<file path="src/rtl/key_event_queue.sv">
// -----------------------------------------------------------------------------
// key_event_queue
// Decodes a stream of PS/2 set-2 scan-code bytes into key-press events
// {ext, code}, filters typematic repeats and queues the events in a
// first-word fall-through FIFO for a downstream consumer.
//
// Ports
//   clk         rising-edge system clock
//   rst         synchronous active-high reset
//   code_valid  one-cycle strobe marking a received byte on code
//   code        received scan-code byte
//   key_valid   FIFO non-empty, head entry presented on key_code/key_ext
//   key_code    make code at the FIFO head
//   key_ext     head entry was E0-prefixed
//   key_ready   consumer accepts the head entry (pop when key_valid=1)
//   count       number of queued entries, 0..DEPTH
//   overflow    sticky: an event was dropped because the FIFO was full
// -----------------------------------------------------------------------------
module key_event_queue #(
    parameter int DEPTH           = 8,
    parameter int TIMEOUT_CYC     = 1000000,
    parameter bit SUPPRESS_REPEAT = 1'b1
) (
    input  logic       clk,
    input  logic       rst,
    input  logic       code_valid,
    input  logic [7:0] code,
    output logic       key_valid,
    output logic [7:0] key_code,
    output logic       key_ext,
    input  logic       key_ready,
    output logic [4:0] count,
    output logic       overflow
);

    localparam int             AW          = $clog2(DEPTH);
    localparam int             TW          = $clog2(TIMEOUT_CYC + 1);
    localparam logic [TW-1:0]  TIMEOUT_VAL = TW'(TIMEOUT_CYC);
    localparam logic [4:0]     DEPTH_VAL   = 5'(DEPTH);

    typedef enum logic [1:0] {
        S_IDLE    = 2'd0,
        S_EXT     = 2'd1,
        S_BRK     = 2'd2,
        S_EXT_BRK = 2'd3
    } state_t;

    state_t          r_state;
    logic [TW-1:0]   r_idle_cnt;
    logic [8:0]      r_mem [DEPTH];
    logic [AW-1:0]   r_wr_ptr;
    logic [AW-1:0]   r_rd_ptr;
    logic [4:0]      r_count;
    logic            r_overflow;
    logic [8:0]      r_last_key;
    logic            r_last_valid;

    state_t          w_cur_state;
    state_t          w_state_nxt;
    logic            w_timeout;
    logic            w_make;
    logic            w_release;
    logic [8:0]      w_entry;
    logic            w_repeat;
    logic            w_push;
    logic            w_pop;
    logic            w_full;
    logic            w_wr;
    logic            w_drop;
    logic            w_rel_match;
    logic [8:0]      w_head;

    // Decoder next-state: a timed-out prefix is abandoned and the byte arriving
    // in that same cycle is decoded from IDLE rather than as a release.
    always_comb begin
        w_timeout   = (r_state != S_IDLE) && (r_idle_cnt == TIMEOUT_VAL);
        w_cur_state = w_timeout ? S_IDLE : r_state;
        w_state_nxt = w_cur_state;
        w_make      = 1'b0;
        w_release   = 1'b0;
        w_entry     = {1'b0, code};
        if (code_valid) begin
            case (w_cur_state)
                S_IDLE: begin
                    case (code)
                        8'hE0:                      w_state_nxt = S_EXT;
                        8'hF0:                      w_state_nxt = S_BRK;
                        8'h00, 8'hFF, 8'hAA, 8'hFA: w_state_nxt = S_IDLE;
                        default:                    w_make      = 1'b1;
                    endcase
                end
                S_EXT: begin
                    case (code)
                        8'hF0:   w_state_nxt = S_EXT_BRK;
                        8'hE0:   w_state_nxt = S_EXT;
                        default: begin
                            w_make      = 1'b1;
                            w_entry     = {1'b1, code};
                            w_state_nxt = S_IDLE;
                        end
                    endcase
                end
                S_BRK: begin
                    w_release   = 1'b1;
                    w_state_nxt = S_IDLE;
                end
                S_EXT_BRK: begin
                    w_release   = 1'b1;
                    w_entry     = {1'b1, code};
                    w_state_nxt = S_IDLE;
                end
                default: w_state_nxt = S_IDLE;
            endcase
        end else begin
            w_state_nxt = w_cur_state;
        end
    end

    // Repeat filter and FIFO handshake qualification.
    always_comb begin
        w_rel_match = r_last_valid && (w_entry == r_last_key);
        w_repeat    = (SUPPRESS_REPEAT != 1'b0) && w_rel_match;
        w_push      = w_make && !w_repeat;
        w_pop       = (r_count != 5'd0) && key_ready;
        w_full      = (r_count == DEPTH_VAL);
        // A pop in the same cycle frees the slot, so a full FIFO still accepts.
        w_wr        = w_push && (!w_full || w_pop);
        w_drop      = w_push && w_full && !w_pop;
    end

    // Decoder state register.
    always_ff @(posedge clk) begin
        if (rst) begin
            r_state <= S_IDLE;
        end else begin
            r_state <= w_state_nxt;
        end
    end

    // Idle counter: cleared by every byte, saturates at the timeout value.
    always_ff @(posedge clk) begin
        if (rst) begin
            r_idle_cnt <= '0;
        end else if (code_valid) begin
            r_idle_cnt <= '0;
        end else if (r_idle_cnt != TIMEOUT_VAL) begin
            r_idle_cnt <= r_idle_cnt + TW'(1);
        end else begin
            r_idle_cnt <= r_idle_cnt;
        end
    end

    // Last-pushed key tracking; dropped (overflowed) events do not update it.
    always_ff @(posedge clk) begin
        if (rst) begin
            r_last_key   <= 9'h000;
            r_last_valid <= 1'b0;
        end else if (w_wr) begin
            r_last_key   <= w_entry;
            r_last_valid <= 1'b1;
        end else if (w_release && w_rel_match) begin
            r_last_valid <= 1'b0;
        end else begin
            r_last_valid <= r_last_valid;
        end
    end

    // FIFO storage and pointers; pointers wrap naturally at DEPTH.
    always_ff @(posedge clk) begin
        if (rst) begin
            for (int i = 0; i < DEPTH; i++) begin
                r_mem[i] <= 9'h000;
            end
            r_wr_ptr <= '0;
            r_rd_ptr <= '0;
        end else begin
            if (w_wr) begin
                r_mem[r_wr_ptr] <= w_entry;
                r_wr_ptr        <= r_wr_ptr + AW'(1);
            end
            if (w_pop) begin
                r_rd_ptr <= r_rd_ptr + AW'(1);
            end
        end
    end

    // Occupancy counter: simultaneous push and pop leaves it unchanged.
    always_ff @(posedge clk) begin
        if (rst) begin
            r_count <= 5'd0;
        end else begin
            case ({w_wr, w_pop})
                2'b10:   r_count <= r_count + 5'd1;
                2'b01:   r_count <= r_count - 5'd1;
                default: r_count <= r_count;
            endcase
        end
    end

    // Sticky overflow flag, cleared only by reset.
    always_ff @(posedge clk) begin
        if (rst) begin
            r_overflow <= 1'b0;
        end else if (w_drop) begin
            r_overflow <= 1'b1;
        end else begin
            r_overflow <= r_overflow;
        end
    end

    assign w_head    = r_mem[r_rd_ptr];
    assign key_valid = (r_count != 5'd0);
    assign key_code  = w_head[7:0];
    assign key_ext   = w_head[8];
    assign count     = r_count;
    assign overflow  = r_overflow;

endmodule

</file>
<file path="config.mk">
export PLATFORM = sky130hd
export DESIGN_NAME = key_event_queue
export DESIGN_NICKNAME = d
export VERILOG_FILES = /design/src/rtl/key_event_queue.sv
export SDC_FILE = /design/constraint.sdc
export NUM_CORES = 1
export LEC_CHECK = 0
export CORE_MARGIN = 2
export CORE_UTILIZATION = 50
export DETAILED_ROUTE_END_ITERATION = 8
export PLACE_DENSITY = 0.68
export SYNTH_ARGS = -nofsm -noshare
export SYNTH_HDL_FRONTEND = slang
export SYNTH_SLANG_ARGS = --single-unit
</file>
<file path="constraint.sdc">
create_clock -name clk -period 5 [get_ports clk]
set_clock_uncertainty 0.1 [all_clocks]
set_input_delay 1 -clock clk [delete_from_list [all_inputs] [get_ports clk]]
set_output_delay 1 -clock clk [all_outputs]
set_load 0.005 [all_outputs]
</file>
==> results.json <==
{
  "async_flop_share_pct": 0,
  "worstSetupEndpointType": "flip-flop",
  "clk_latency_ns": 0.51,
  "syn_area_sq_um": 5560,
  "crit_type": "input port to flip-flop",
  "grt_max_degree": 25,
  "htree_levels": 4,
  "maxCapViolations": 0,
  "num_io_pins": 28,
  "drt_iter0_markers": 229,
  "post-route-util_pct": 60.4,
  "syn_area_per_cell_sq_um": 11.1,
  "finalHoldViolCount": 0,
  "drtPass1Iterations": 5,
  "gr-usage-met3_pct": 4.86,
  "cts_buffer_depth": 2,
  "report.final.slew_viol_count": 0,
  "ys_seq_area_share_pct": 55.8,
  "synth_nets": 521,
  "ys_seq_elements": 119,
  "synth_flop_cell": "edfxtp_1",
  "cts_num_sinks": 119,
  "cts_resized": 0,
  "post-place-ws_ns": 0.234,
  "num_rows": 38,
  "cts_tree": "done",
  "powerDensity_nw_per_um2": 455,
  "start_util_pct": 51.3,
  "die_width_um": 109,
  "ys_warn_count": 0,
  "cts_setup_buffers": 0,
  "cp-start-kind": "input port",
  "design.core.area_sq_um": 10800,
  "synth_cell_type_count": 51,
  "required_ns": 5.30,
  "grt_pass1_vias": 3903,
  "worst_slack_ns": 0.678,
  "finalCriticalPeriod_ns": 4.32,
  "critPathArrivalTime_ns": 4.62,
  "fmax_ghz": 0.231,
  "setup_viol": 0,
  "status": "completed",
  "io_buffers": 27,
  "track_usage_pct": 22.1,
  "wl_mm": 12.1,
  "slew_headroom_pct": 36.7,
  "synth_top_area_share_pct": 38.9,
  "yosysMostFrequentCell": "nor2_1",
  "fin_nets": 547,
  "power_leakage_nw": 2.28,
  "area_growth_pct": 17.7,
  "holdCritPathClass": "flip-flop to flip-flop",
  "wl_per_cell_um": 17.7,
  "synth_edf_count": 72,
  "synth_common_cells": "nor2_1 (100), edfxtp_1 (72), nand2_1 (52)",
  "antenna_found_initial": 0,
  "rsz0062_at_grt": "false",
  "grt_util_met1_pct": 27.0,
  "peakVddDrop_mv": 0.271,
  "cts_made_buffers": 17,
  "die_h_um": 109,
  "min_period_over_period_pct": 86.4,
  "cts.hold.buffers_added": 0,
  "fp.dieArea_sq_um": 12000,
  "antenna_left": 0,
  "use_met2_pct": 38.9,
  "worstMarginPinSlew_ns": 0.948,
  "yosys.area.top_type": "edfxtp_1",
  "num-fill-cells": 900,
  "via_count": 3818,
  "viasPerCell": 5.61,
  "drc_errors": 0,
  "yosys-top-cells-area": "edfxtp_1 (39%), dfxtp_1 (17%), mux4_2 (7.3%)",
  "drive_gt1_share_pct": 15.7,
  "critical_path.max_fanout": 10,
  "place_area_sq_um": 5960,
  "grt_pass1_wl_mm": 19.7,
  "clkTransAtPathRegs_ns": 0.06,
  "design_area_sq_um": 6540,
  "gp_congestion": 0.816,
  "tns_ns": 0,
  "grt_overflow": 0,
  "busiest_layer": "met2",
  "dp_hpwl_mm": 8.14,
  "syn-instance-count": 501,
  "ctsRootBufferMaster": "clkbuf_8",
  "antennaDiodeCount": 0
}
[worst max-delay path: stages]
cell and delay (ns):
clkdlybuf4s50_1 0.69, nor3_1 0.11, a21oi_1 0.12, o21ai_0 0.13
a2bb2oi_1 0.20, o31ai_1 0.63, inv_1 0.33, fa_1 0.48
a21o_1 0.19, a21oi_1 0.18, mux2i_1 0.22, mux2_2 0.34
[power breakdown]
group | switching [mW] | total [mW] | internal (mW)
clock | 0.466 | 1.19 | 0.720
combinational | 0.282 | 0.612 | 0.330
sequential | 0.0656 | 1.18 | 1.11
[stage by stage]
stage	std cells	hold slack [ns]	power (mW)
2_1_floorplan	501	0.349	1.58
3_3_place_gp	648	0.359	1.80
3_5_place_dp	648	0.363	1.81
4_1_cts	680	0.372	3.00
5_1_grt	680	0.399	3.11
6_report	680	0.369	2.98
[cell type report]
| cell class | count | area (sq um) | area share (%) |
|---|---|---|---|
| Sequential cell | 119 | 3100 | 47.4 |
| Tap cell | 140 | 175 | 2.68 |
| Clock buffer | 17 | 414 | 6.33 |
| Multi-Input combinational cell | 346 | 2310 | 35.3 |
| Timing Repair Buffer | 38 | 353 | 5.39 |
| Clock inverter | 15 | 168 | 2.56 |
| Inverter | 5 | 18.8 | 0.287 |
[sequential cells by signal, summed over array words and instances (netlist names), named ones only]
signal / cells
r_state: 2
r_rd_ptr: 3
r_last_key: 9
overflow: 1
r_idle_cnt: 20
r_last_valid: 1
r_mem: 72
r_wr_ptr: 3
count: 5
[logic make-up (layout without fill, tap and decap cells)]
family | after synthesis | count (layout) | synth area share, %
buffers and inverters | 36 | 75 | 2.59
adders and majority gates | 8 | 8 | 1.94
DFF | 119 | 119 | 55.8
muxes | 30 | 30 | 9.68
and+or+nand+nor | 227 | 227 | 19.6
xor gates and xnor gates | 31 | 31 | 4.88
AOI/OAI and AO/OA | 50 | 50 | 5.51
[layer usage]
| layer | vias to the layer above | share of wire (%) | wire length, um |
|---|---|---|---|
| met5 | - | 0 | 0 |
| met4 | 0 | 1.1 | 134 |
| met3 | 11 | 5.1 | 615 |
| met2 | 101 | 52 | 6300 |
| met1 | 1866 | 42 | 5020 |
| li1 | 1840 | - | - |
[placed cells by master, fill, tap and decap left out, drive strengths merged, types with 5 or more instances in the layout]
master	Yosys	layout
buf	7	11
xor2	15	15
nand2	52	52
nor4	5	5
or2	5	5
mux2	10	10
xnor2	16	16
nand4	6	6
mux4	18	18
nand3	21	21
nor3	5	5
o21ai	8	8
edfxtp	72	72
inv	5	12
a21oi	23	23
clkbuf	24	17
ha	7	7
dfxtp	47	47
nor2	100	100
and4	5	5
clkdlybuf4s50	0	27
[path summary, 6_finish.rpt]
| path | slack (ns) | end | cells after the start | from |
|---|---|---|---|---|
| worst min-delay path | 0.37 | r_last_key[1]$_SDFFE_PP0P_ | 2 | r_last_key[1]$_SDFFE_PP0P_ |
| worst max register to register | 0.98 | count[4]$_SDFFE_PP0P_ | 11 | r_idle_cnt[12]$_SDFFE_PP0P_ |
| worst min register to register | 0.37 | r_last_key[1]$_SDFFE_PP0P_ | 2 | r_last_key[1]$_SDFFE_PP0P_ |
| worst max-delay path | 0.68 | count[4]$_SDFFE_PP0P_ | 12 | code[4] |
Note: power is estimated with default switching activity, not from simulation.
